--- src/rtl/apb_seq_pkg.sv ---
// apb_seq_pkg: shared states, APB add-master opcodes and the command record
package apb_seq_pkg;
    typedef enum logic [2:0] {S_IDLE, S_ISSUE, S_WAIT, S_CAPTURE, S_RESP} seq_state_t;
    localparam logic [1:0] ADD_NOP   = 2'b00;
    localparam logic [1:0] ADD_READ  = 2'b01;
    localparam logic [1:0] ADD_WRITE = 2'b11;
    typedef struct packed {
        logic        write;
        logic [31:0] wdata;
    } apb_cmd_t;
endpackage

--- src/rtl/apb_cmd_sequencer_if.sv ---
// apb_cmd_sequencer_if: command, response and add-master request signals of the sequencer
interface apb_cmd_sequencer_if #(parameter int DEPTH = 4);
    logic                         cmd_valid_i;
    logic                         cmd_ready_o;
    logic                         cmd_write_i;
    logic [31:0]                  cmd_wdata_i;
    logic                         rsp_valid_o;
    logic                         rsp_ready_i;
    logic                         rsp_write_o;
    logic [31:0]                  rsp_rdata_o;
    logic [1:0]                   add_o;
    logic [31:0]                  wdata_o;
    logic                         ready_i;
    logic [31:0]                  rdata_i;
    logic                         busy_o;
    logic [$clog2(DEPTH+1)-1:0]   count_o;
    modport slave (
        input  cmd_valid_i, cmd_write_i, cmd_wdata_i, rsp_ready_i, ready_i, rdata_i,
        output cmd_ready_o, rsp_valid_o, rsp_write_o, rsp_rdata_o, add_o, wdata_o, busy_o, count_o
    );
    modport master (
        output cmd_valid_i, cmd_write_i, cmd_wdata_i, rsp_ready_i, ready_i, rdata_i,
        input  cmd_ready_o, rsp_valid_o, rsp_write_o, rsp_rdata_o, add_o, wdata_o, busy_o, count_o
    );
endinterface

--- src/rtl/apb_cmd_fifo.sv ---
// apb_cmd_fifo: synchronous command FIFO with occupancy count, pointers wrap modulo DEPTH
module apb_cmd_fifo
    import apb_seq_pkg::*;
#(
    parameter int DEPTH = 4
) (
    input  logic                         clk,
    input  logic                         rst_n,
    input  logic                         push,
    input  logic                         pop,
    input  apb_cmd_t                     din,
    output apb_cmd_t                     dout,
    output logic                         full,
    output logic                         empty,
    output logic [$clog2(DEPTH+1)-1:0]   count
);
    localparam int AW = $clog2(DEPTH);
    localparam int CW = $clog2(DEPTH+1);
    apb_cmd_t mem [DEPTH];
    logic [AW-1:0] wr_ptr, rd_ptr;
    logic push_ok, pop_ok;
    assign full    = count == CW'(DEPTH);
    assign empty   = count == '0;
    assign push_ok = push && !full;
    assign pop_ok  = pop && !empty;
    assign dout    = mem[rd_ptr];
    always_ff @(posedge clk) begin
        if (!rst_n) begin
            wr_ptr <= '0;
            rd_ptr <= '0;
            count  <= '0;
        end else begin
            if (push_ok) wr_ptr <= wr_ptr + 1'b1;
            if (pop_ok) rd_ptr <= rd_ptr + 1'b1;
            count <= count + CW'(push_ok) - CW'(pop_ok);
        end
    end
    always_ff @(posedge clk) begin
        if (push_ok) mem[wr_ptr] <= din;
    end
endmodule

--- src/rtl/apb_cmd_sequencer.sv ---
// apb_cmd_sequencer: buffers commands and issues them one at a time to the APB add master
module apb_cmd_sequencer
    import apb_seq_pkg::*;
#(
    parameter int DEPTH = 4
) (
    input  logic                pclk,
    input  logic                preset_n,
    apb_cmd_sequencer_if.slave  bus
);
    seq_state_t state, state_nx;
    apb_cmd_t in_cmd, head, cur;
    logic full, empty, pop;
    logic [31:0] rdata_q;
    assign in_cmd = {bus.cmd_write_i, bus.cmd_wdata_i};
    apb_cmd_fifo #(.DEPTH(DEPTH)) u_fifo (
        .clk   (pclk),
        .rst_n (preset_n),
        .push  (bus.cmd_valid_i),
        .pop   (pop),
        .din   (in_cmd),
        .dout  (head),
        .full  (full),
        .empty (empty),
        .count (bus.count_o)
    );
    always_ff @(posedge pclk) begin
        if (!preset_n) begin
            state   <= S_IDLE;
            cur     <= '0;
            rdata_q <= '0;
        end else begin
            state <= state_nx;
            if (pop) cur <= head;
            if (state == S_WAIT && bus.ready_i && cur.write) rdata_q <= '0;
            if (state == S_CAPTURE) rdata_q <= bus.rdata_i;
        end
    end
    // rdata from the master lags ready by one cycle, hence the capture state for reads
    always_comb begin
        state_nx = state;
        pop      = 1'b0;
        case (state)
            S_IDLE: begin
                pop      = !empty;
                state_nx = empty ? S_IDLE : S_ISSUE;
            end
            S_ISSUE:   state_nx = S_WAIT;
            S_WAIT:    state_nx = !bus.ready_i ? S_WAIT : cur.write ? S_RESP : S_CAPTURE;
            S_CAPTURE: state_nx = S_RESP;
            S_RESP:    state_nx = bus.rsp_ready_i ? S_IDLE : S_RESP;
            default:   state_nx = S_IDLE;
        endcase
    end
    assign bus.cmd_ready_o = !full;
    assign bus.add_o       = state == S_ISSUE ? (cur.write ? ADD_WRITE : ADD_READ) : ADD_NOP;
    assign bus.wdata_o     = cur.wdata;
    assign bus.rsp_valid_o = state == S_RESP;
    assign bus.rsp_write_o = state == S_RESP && cur.write;
    assign bus.rsp_rdata_o = rdata_q;
    assign bus.busy_o      = state != S_IDLE;
endmodule

--- src/flat_wrapper.sv ---
// flat-port wrapper written by rule: the top's interface ports become plain ports
module apb_cmd_sequencer_flat import apb_seq_pkg::*;
#(
    parameter int DEPTH = 4
)
  (pclk, preset_n, bus_cmd_valid_i, bus_cmd_write_i, bus_cmd_wdata_i, bus_rsp_ready_i, bus_ready_i, bus_rdata_i, bus_cmd_ready_o, bus_rsp_valid_o, bus_rsp_write_o, bus_rsp_rdata_o, bus_add_o, bus_wdata_o, bus_busy_o, bus_count_o);
  apb_cmd_sequencer_if #(.DEPTH(DEPTH)) bus_i ();
  input  logic pclk;
  input  logic preset_n;
  input wire logic [$bits(bus_i.cmd_valid_i)-1:0] bus_cmd_valid_i;
  input wire logic [$bits(bus_i.cmd_write_i)-1:0] bus_cmd_write_i;
  input wire logic [$bits(bus_i.cmd_wdata_i)-1:0] bus_cmd_wdata_i;
  input wire logic [$bits(bus_i.rsp_ready_i)-1:0] bus_rsp_ready_i;
  input wire logic [$bits(bus_i.ready_i)-1:0] bus_ready_i;
  input wire logic [$bits(bus_i.rdata_i)-1:0] bus_rdata_i;
  output wire logic [$bits(bus_i.cmd_ready_o)-1:0] bus_cmd_ready_o;
  output wire logic [$bits(bus_i.rsp_valid_o)-1:0] bus_rsp_valid_o;
  output wire logic [$bits(bus_i.rsp_write_o)-1:0] bus_rsp_write_o;
  output wire logic [$bits(bus_i.rsp_rdata_o)-1:0] bus_rsp_rdata_o;
  output wire logic [$bits(bus_i.add_o)-1:0] bus_add_o;
  output wire logic [$bits(bus_i.wdata_o)-1:0] bus_wdata_o;
  output wire logic [$bits(bus_i.busy_o)-1:0] bus_busy_o;
  output wire logic [$bits(bus_i.count_o)-1:0] bus_count_o;
  assign bus_i.cmd_valid_i = bus_cmd_valid_i;
  assign bus_i.cmd_write_i = bus_cmd_write_i;
  assign bus_i.cmd_wdata_i = bus_cmd_wdata_i;
  assign bus_i.rsp_ready_i = bus_rsp_ready_i;
  assign bus_i.ready_i = bus_ready_i;
  assign bus_i.rdata_i = bus_rdata_i;
  assign bus_cmd_ready_o = bus_i.cmd_ready_o;
  assign bus_rsp_valid_o = bus_i.rsp_valid_o;
  assign bus_rsp_write_o = bus_i.rsp_write_o;
  assign bus_rsp_rdata_o = bus_i.rsp_rdata_o;
  assign bus_add_o = bus_i.add_o;
  assign bus_wdata_o = bus_i.wdata_o;
  assign bus_busy_o = bus_i.busy_o;
  assign bus_count_o = bus_i.count_o;
  apb_cmd_sequencer #(.DEPTH(DEPTH)) u_core (.pclk(pclk), .preset_n(preset_n), .bus(bus_i));
endmodule
--- config.mk ---
export PLATFORM = sky130hd
export DESIGN_NAME = apb_cmd_sequencer_flat
export DESIGN_NICKNAME = d
export VERILOG_FILES = /design/src/rtl/apb_seq_pkg.sv /design/src/rtl/apb_cmd_sequencer_if.sv /design/src/rtl/apb_cmd_fifo.sv /design/src/rtl/apb_cmd_sequencer.sv /design/src/flat_wrapper.sv
export SDC_FILE = /design/constraint.sdc
export NUM_CORES = 1
export LEC_CHECK = 0
export CORE_MARGIN = 2
export CORE_UTILIZATION = 56
export DETAILED_ROUTE_END_ITERATION = 10
export HOLD_SLACK_MARGIN = 0.15
export PLACE_DENSITY = 0.84
export SYNTH_ARGS = -nofsm -noshare
export SYNTH_HDL_FRONTEND = slang
export SYNTH_SLANG_ARGS = --single-unit
--- constraint.sdc ---
create_clock -name pclk -period 3.8 [get_ports pclk]
set_input_delay 0.57 -clock pclk [delete_from_list [all_inputs] [get_ports pclk]]
set_output_delay 0.57 -clock pclk [all_outputs]
set_load 0.005 [all_outputs]
* After elaboration in Yosys (flattened, before gate mapping)
Memories as Yosys holds them, arrays and structs flattened. A register that Yosys moved wholly into a read port is not among the register bits. Cells that the tools add are included.
Word-level totals: register bits 42, bits in latches 0, RAM bits 132, bits in read-only memories 0, bits of input ports 70, output and inout port bits 73, word-level logic and storage cells 39, memories kept 1
Memory list:
- u_core.u_fifo.mem | words 4, width 33, read ports 1, clocked after Yosys merged registers in 1, write ports 1, RTL line apb_cmd_fifo.sv:19 | apb_cmd_t mem [DEPTH];
Cells by class: $add $sub $neg 4, $mul 0, divide/modulo/power cells 0, magnitude comparators 0, equal/unequal tests 5, shift operators 0, muxes and demuxes 12, bitwise gates (word level) 0, reduce and logical (&&, ||, !) cells 12
Operator list (count):
- 32-bit 2-to-1 mux | 2
- 3-bit case mux with 5 select lines | 1
- 3-bit 2-to-1 mux | 3
- 3-bit by 2-bit == test with 1-bit output, second input constant | 2
- 3-bit == test, second input constant | 2
- 3-bit logical NOT | 2
- 1-bit logical AND | 5
- 2-bit by 1-bit adder with 2-bit output, second input constant | 2
- 1-bit 2-to-1 mux | 4
- 2-bit 2-to-1 mux | 2
- 3-bit by 1-bit adder with 3-bit output | 1
- 3-bit by 1-bit == test with 1-bit output, second input constant | 1
- 1-bit logical NOT | 3
- 3-bit nonzero test | 1
- 3-bit by 1-bit subtractor with 3-bit output | 1
- 2-bit nonzero test | 1

* Longest topological paths before layout
depth in word-level cells 5, depth in mapped cells 12, mapped depth without buffers 10

* By module
From an unflattened synthesis, not the netlist that was laid out.
Unflattened totals: cells, all modules 564, area, all modules 8132.8 sq um
By module, submodules not included:
- apb_cmd_fifo | times used 1, cells each 224, area an instance 5293.8 sq um, sequential area each 4144.0 sq um
- apb_cmd_sequencer | times used 1, cells each 340, area an instance 2839.0 sq um, sequential area each 1361.3 sq um

* Worst setup path after synthesis
OpenSTA, ideal clock, no wires.
path kind flip-flop to flip-flop, from register u_core.state[2], to register u_core.u_fifo.count[2], setup time 78 ps, data arrival time 2477 ps, required time 3722 ps, path slack 1245 ps, cell stages (with the launch flop) 13, buffers on the path 2, clock period less this slack 2555 ps, cell sequence dfxtp_1 or3_1 buf_6 nor2_2 buf_2 ha_1 inv_1 ha_1 inv_1 fa_1 xor2_1 and2_1 nor3_1
Between the ends: word-level cells in the longest chain between the ends 4
Ends and longest elaborated chain:
- start: declaration | RTL line apb_cmd_sequencer.sv:11 | seq_state_t state, state_nx;
- start signal: assignment | RTL line apb_cmd_sequencer.sv:33 | state <= state_nx;
- 3-bit logical NOT | RTL line apb_cmd_sequencer.sv:43 | case (state)
- 1-bit 2-to-1 mux | RTL line apb_cmd_sequencer.sv:43
- named net u_core.pop | RTL line apb_cmd_sequencer.sv:13 | logic full, empty, pop;
- 1-bit logical AND | RTL line apb_cmd_fifo.sv:25 | assign pop_ok = pop && !empty;
- 3-bit by 1-bit subtractor with 3-bit output | RTL line apb_cmd_fifo.sv:35 | count <= count + CW'(push_ok) - CW'(pop_ok);
- end signal: assignment | RTL line apb_cmd_fifo.sv:35
- end: declaration | RTL line apb_cmd_fifo.sv:15 | output logic [$clog2(DEPTH+1)-1:0] count
The timed path passes the listed nets, and every way through them passes these cells. A chain may end at the register's enable or synchronous reset.

* Worst setup path after layout
from register u_core.u_fifo.count[1], to register u_core.u_fifo.count[2]
Between the ends: word-level cells in the longest chain between the ends 5, elaborated cells between the ends (all ways) 9, classes of those cells 2 x add/sub; 1 x eq/ne; 1 x mux; 5 x reduce/logical
Ends and longest elaborated chain (RTL line):
- 3-bit == test / 3-bit logical NOT (equally long branches) | apb_cmd_fifo.sv:22, apb_cmd_fifo.sv:23
- 1-bit logical NOT, on equally long branches | apb_cmd_fifo.sv:24, apb_cmd_fifo.sv:25, apb_cmd_sequencer.sv:45
- 1-bit logical AND / 1-bit 2-to-1 mux (equally long branches) | apb_cmd_fifo.sv:24, apb_cmd_sequencer.sv:43
- 3-bit by 1-bit adder with 3-bit output / 1-bit logical AND (equally long branches) | apb_cmd_fifo.sv:35, apb_cmd_fifo.sv:25
- 3-bit by 1-bit subtractor with 3-bit output * | apb_cmd_fifo.sv:35
Mark *: on every way between the ends. The rest lies on a longest branch, timed or not.

==> out/summary.md <==
A synthesized cell averages 14.9 sq um. The net count of the finished layout is 708, and the number of design rule violations left after detail routing is 0. The total wire length is 16800 microns, and the number of top-level pins is 143.

For the share of the core filled with cells in the final layout, the log shows 0.715. Power spread over the standard cell area amounts to 705 nW/um^2. Setup violations remaining at the end of the flow were counted as 0. Synthesis produced a netlist with a net count of 606.

The area enclosed by the die boundary was 15000 sq um. The residual overflow from global routing is 0, and the iteration-0 DRC count of the detailed router is 321. Critical path start-end classification: reg -> reg. Total clock buffers created by CTS: 20. Maximum achievable frequency: 362 MHz.

The relative area change from synthesis to final layout works out to 25.5%. Entering global routing, the biggest net connects 39 pins. Routed length per placed instance: 20.3 microns. During placement, the flow inserted port buffers numbering 142. At the worst endpoint, the arrival time is 3150 ps. The congestion estimate from routability-driven global placement came to 0.714. Power comes to 6.96 mW. For the global-route wire length before repair, the log shows 25100 microns. Detailed routing inserted a total of 4721 vias. TritonCTS built the clock tree.

For the cell row count, the log shows 43. Across the run, the number of max-cap violations was 0. VDD sags by at most 0.000553 V.

STA classifies the critical path startpoint as a register. During synthesis, Yosys emitted a total of 0 warnings. Worst slew margin relative to its limit: 0.188. The logs give 9880 sq um for the area of all placed cells without fillers and 1050 ps for the worst slack at placement.

The fraction of final layout cells with drive strength greater than 1 works out to 0.127. The portion of the clock cycle consumed by the worst path in the final layout works out to 0.726. The static leakage power is 3.25 nW, and the die extent in x is 123 microns. For the CTS sink count, the log shows 207. For the first-pass detailed-route iteration total, the log shows 5. STA classifies the critical path endpoint as a register. The tools report the maximum number of buffers from clock root to sink as 3. The clock arrives with 10.8 ps of skew.

The total core area is 13800 sq um, and the maximum fanout encountered on the critical timing path is 6. The HPWL after detailed placement is 9990 microns. The maximum level of the CTS H-tree was 1; the post-CTS setup-driven buffer insertion count was 0.

The via-per-instance ratio came out at 5.72. The count of hold-fix buffers inserted at cts was 0. The number of inserted diodes is 0, and the overall die height is 123 microns. Setup slack on the critical path of the routed design comes to 1040 ps.

Counting I/O delays and the setup requirement, the final critical path takes 2760 ps. The part of the Yosys area used for sequential elements was 0.694. In this run the cell area of the synthesized design comes to 7870 sq um.

The detail route stage leaves a number of antenna-violating nets equal to 0. Effective utilization at floorplan: 0.569. The global-route usage over all layers is 0.219, and the clock-pin slew on the worst setup and hold paths is 60 ps. The tools report the count of cell types in the netlist as 37. The number of global-route vias before repair is 4887, and the clock latency of the later-clocked register in the worst-skew pair is 480 ps. Setup repair after global routing left no endpoint under its margin. The total of flip-flops plus latches after synthesis is 207. The run gives 529 as the gate count after technology mapping.

After detailed placement, the total cell area comes to 9170 sq um. The transition time of the tightest slew-check pin works out to 1220 ps. The flow ran to the end, and the final reports show no timing, DRC or antenna violations.

The setup check on the worst reg-to-reg path leaves a slack of 1040 ps. The tightest min-delay check is of the reg -> reg type. Aggregate negative setup slack: 0 ps. The final count of hold timing violations is 0. Clock tree synthesis selected as its root buffer the cell sky130_fd_sc_hd__clkbuf_16. The number of pins exceeding their max-slew limit in the final report is 0, and the number of antenna violations at the first check in global routing is 0. Data on the critical path is required at its endpoint by 4190 ps.

The tools report the number of gates resized after cts as 0.
cell usage after synthesis:
library cell | count | share of area
sky130_fd_sc_hd__buf_4 | 33 | 0.031
sky130_fd_sc_hd__mux4_2 | 33 | 0.094
sky130_fd_sc_hd__buf_1 | 4 | 0.0019
sky130_fd_sc_hd__buf_6 | 1 | 0.0014
sky130_fd_sc_hd__or2b_2 | 1 | 0.0011
sky130_fd_sc_hd__and3_1 | 5 | 0.0040
sky130_fd_sc_hd__nor2b_1 | 1 | 0.00080
sky130_fd_sc_hd__nor3b_1 | 1 | 0.00095
sky130_fd_sc_hd__or3_1 | 2 | 0.0016
sky130_fd_sc_hd__fa_1 | 1 | 0.0025
sky130_fd_sc_hd__and2_1 | 4 | 0.0032
sky130_fd_sc_hd__dfxtp_1 | 75 | 0.19
sky130_fd_sc_hd__inv_1 | 7 | 0.0033
sky130_fd_sc_hd__nor2_2 | 1 | 0.00080
sky130_fd_sc_hd__or3b_2 | 1 | 0.0011
sky130_fd_sc_hd__nor3_1 | 3 | 0.0019
sky130_fd_sc_hd__o22ai_1 | 1 | 0.00080
sky130_fd_sc_hd__ha_1 | 6 | 0.0095
sky130_fd_sc_hd__nand3_1 | 2 | 0.0013
sky130_fd_sc_hd__nor3_4 | 1 | 0.0021
sky130_fd_sc_hd__o31ai_1 | 1 | 0.00095
sky130_fd_sc_hd__buf_2 | 8 | 0.0051
sky130_fd_sc_hd__a21oi_1 | 38 | 0.024
sky130_fd_sc_hd__and3b_2 | 1 | 0.0013
sky130_fd_sc_hd__nor2_1 | 3 | 0.0014
sky130_fd_sc_hd__o21ai_0 | 34 | 0.022
sky130_fd_sc_hd__and3b_1 | 1 | 0.0011
sky130_fd_sc_hd__o21ba_2 | 1 | 0.0013
sky130_fd_sc_hd__clkbuf_4 | 1 | 0.00095
sky130_fd_sc_hd__o2bb2ai_1 | 33 | 0.037
sky130_fd_sc_hd__clkbuf_1 | 20 | 0.0095
sky130_fd_sc_hd__xor2_1 | 1 | 0.0011
sky130_fd_sc_hd__and2b_1 | 1 | 0.00095
sky130_fd_sc_hd__a21o_1 | 2 | 0.0019
sky130_fd_sc_hd__edfxtp_1 | 132 | 0.50
sky130_fd_sc_hd__nand2_1 | 68 | 0.032
sky130_fd_sc_hd__or4_1 | 1 | 0.00095
final timing paths:
kind	from	cells after the start	to
max	u_core.u_fifo.count[1]	10	u_core.u_fifo.count[2]
min	u_core.bus.wdata_o[19]	2	u_core.bus.wdata_o[19]
max reg2reg	u_core.u_fifo.count[1]	10	u_core.u_fifo.count[2]
min reg2reg	u_core.bus.wdata_o[19]	2	u_core.bus.wdata_o[19]
critical path, cell delays in order, from the launching register on:
cell and delay [ps]:
sky130_fd_sc_hd__dfxtp_1 370, sky130_fd_sc_hd__nor3_1 860, sky130_fd_sc_hd__nor2_4 40, sky130_fd_sc_hd__ha_1 310, sky130_fd_sc_hd__inv_1 60, sky130_fd_sc_hd__ha_1 130, sky130_fd_sc_hd__inv_1 50, sky130_fd_sc_hd__fa_1 370
sky130_fd_sc_hd__xor2_1 170, sky130_fd_sc_hd__and2_1 170, sky130_fd_sc_hd__nor3_1 160
area by class of cell:
| type | instances | area [sq um] |
|---|---|---|
| clock buffer | 32 | 643 |
| clock inverter | 4 | 68.8 |
| fill | 842 | 3950 |
| inverter | 7 | 26.3 |
| multi-input combinational | 248 | 2000 |
| sequential | 207 | 5470 |
| tap | 180 | 225 |
| timing repair buffer | 147 | 1450 |
per-stage QoR:
step	cells	hold slack [ps]
floorplan	529	442
finish	825	461
detailed placement	789	456
global route	825	496
global placement	789	453
CTS	825	464
routing by layer:
| layer | track usage | part of all wire | vias up |
|---|---|---|---|
| li1 | - | - | 2142 |
| met1 | 0.268 | 0.39 | 2350 |
| met2 | 0.390 | 0.51 | 198 |
| met3 | 0.0493 | 0.080 | 31 |
| met4 | 0.0668 | 0.019 | 0 |
| met5 | 0 | 0 | - |
report_power, final:
group          switching (mW)  leakage (nW)  internal (mW)  total [mW]
Clock                   0.787         0.349           1.30        2.08
Sequential              0.295          1.82           2.77        3.07
Combinational           0.848          1.08          0.965        1.81
registers in the layout, summed over array words and instances (netlist names):
name                    cells
u_core.bus.rsp_rdata_o     32
u_core.bus.wdata_o         32
u_core.cur                  1
u_core.state                3
u_core.u_fifo.count         3
u_core.u_fifo.mem         132
u_core.u_fifo.rd_ptr        2
u_core.u_fifo.wr_ptr        2
layout by cell type (no fill, tap or decap), types with 2 or more instances in the layout:
master / instances
sky130_fd_sc_hd__and2_1: 4
sky130_fd_sc_hd__a21oi_1: 37
sky130_fd_sc_hd__inv_1: 7
sky130_fd_sc_hd__o21ai_0: 34
sky130_fd_sc_hd__clkbuf_1: 5
sky130_fd_sc_hd__clkdlybuf4s50_1: 141
sky130_fd_sc_hd__a21o_1: 2
sky130_fd_sc_hd__edfxtp_1: 132
sky130_fd_sc_hd__buf_4: 5
sky130_fd_sc_hd__nand2_1: 68
sky130_fd_sc_hd__o2bb2ai_1: 33
sky130_fd_sc_hd__nand3_1: 2
sky130_fd_sc_hd__clkbuf_16: 23
sky130_fd_sc_hd__and3_2: 4
sky130_fd_sc_hd__bufinv_16: 2
sky130_fd_sc_hd__or3_1: 2
sky130_fd_sc_hd__nor3_1: 3
sky130_fd_sc_hd__dfxtp_1: 73
sky130_fd_sc_hd__clkbuf_8: 3
sky130_fd_sc_hd__mux4_2: 33
sky130_fd_sc_hd__ha_1: 6
sky130_fd_sc_hd__nor2_1: 3
sky130_fd_sc_hd__dfxtp_2: 2
kinds of logic (layout without fill, tap and decap cells):
logic type,count (synthesis),count (layout),share of synthesized area
AO/OA/AOI/OAI,110,110,0.0874
multiplexers,33,33,0.0944
adder cells (fa/ha/maj),7,7,0.0121
XOR/XNOR,1,1,0.00111
AND/OR/NAND/NOR,97,97,0.0569
flip-flops,207,207,0.694
buffers and inverters,74,190,0.0537
Power figures use the tool's default switching activity.
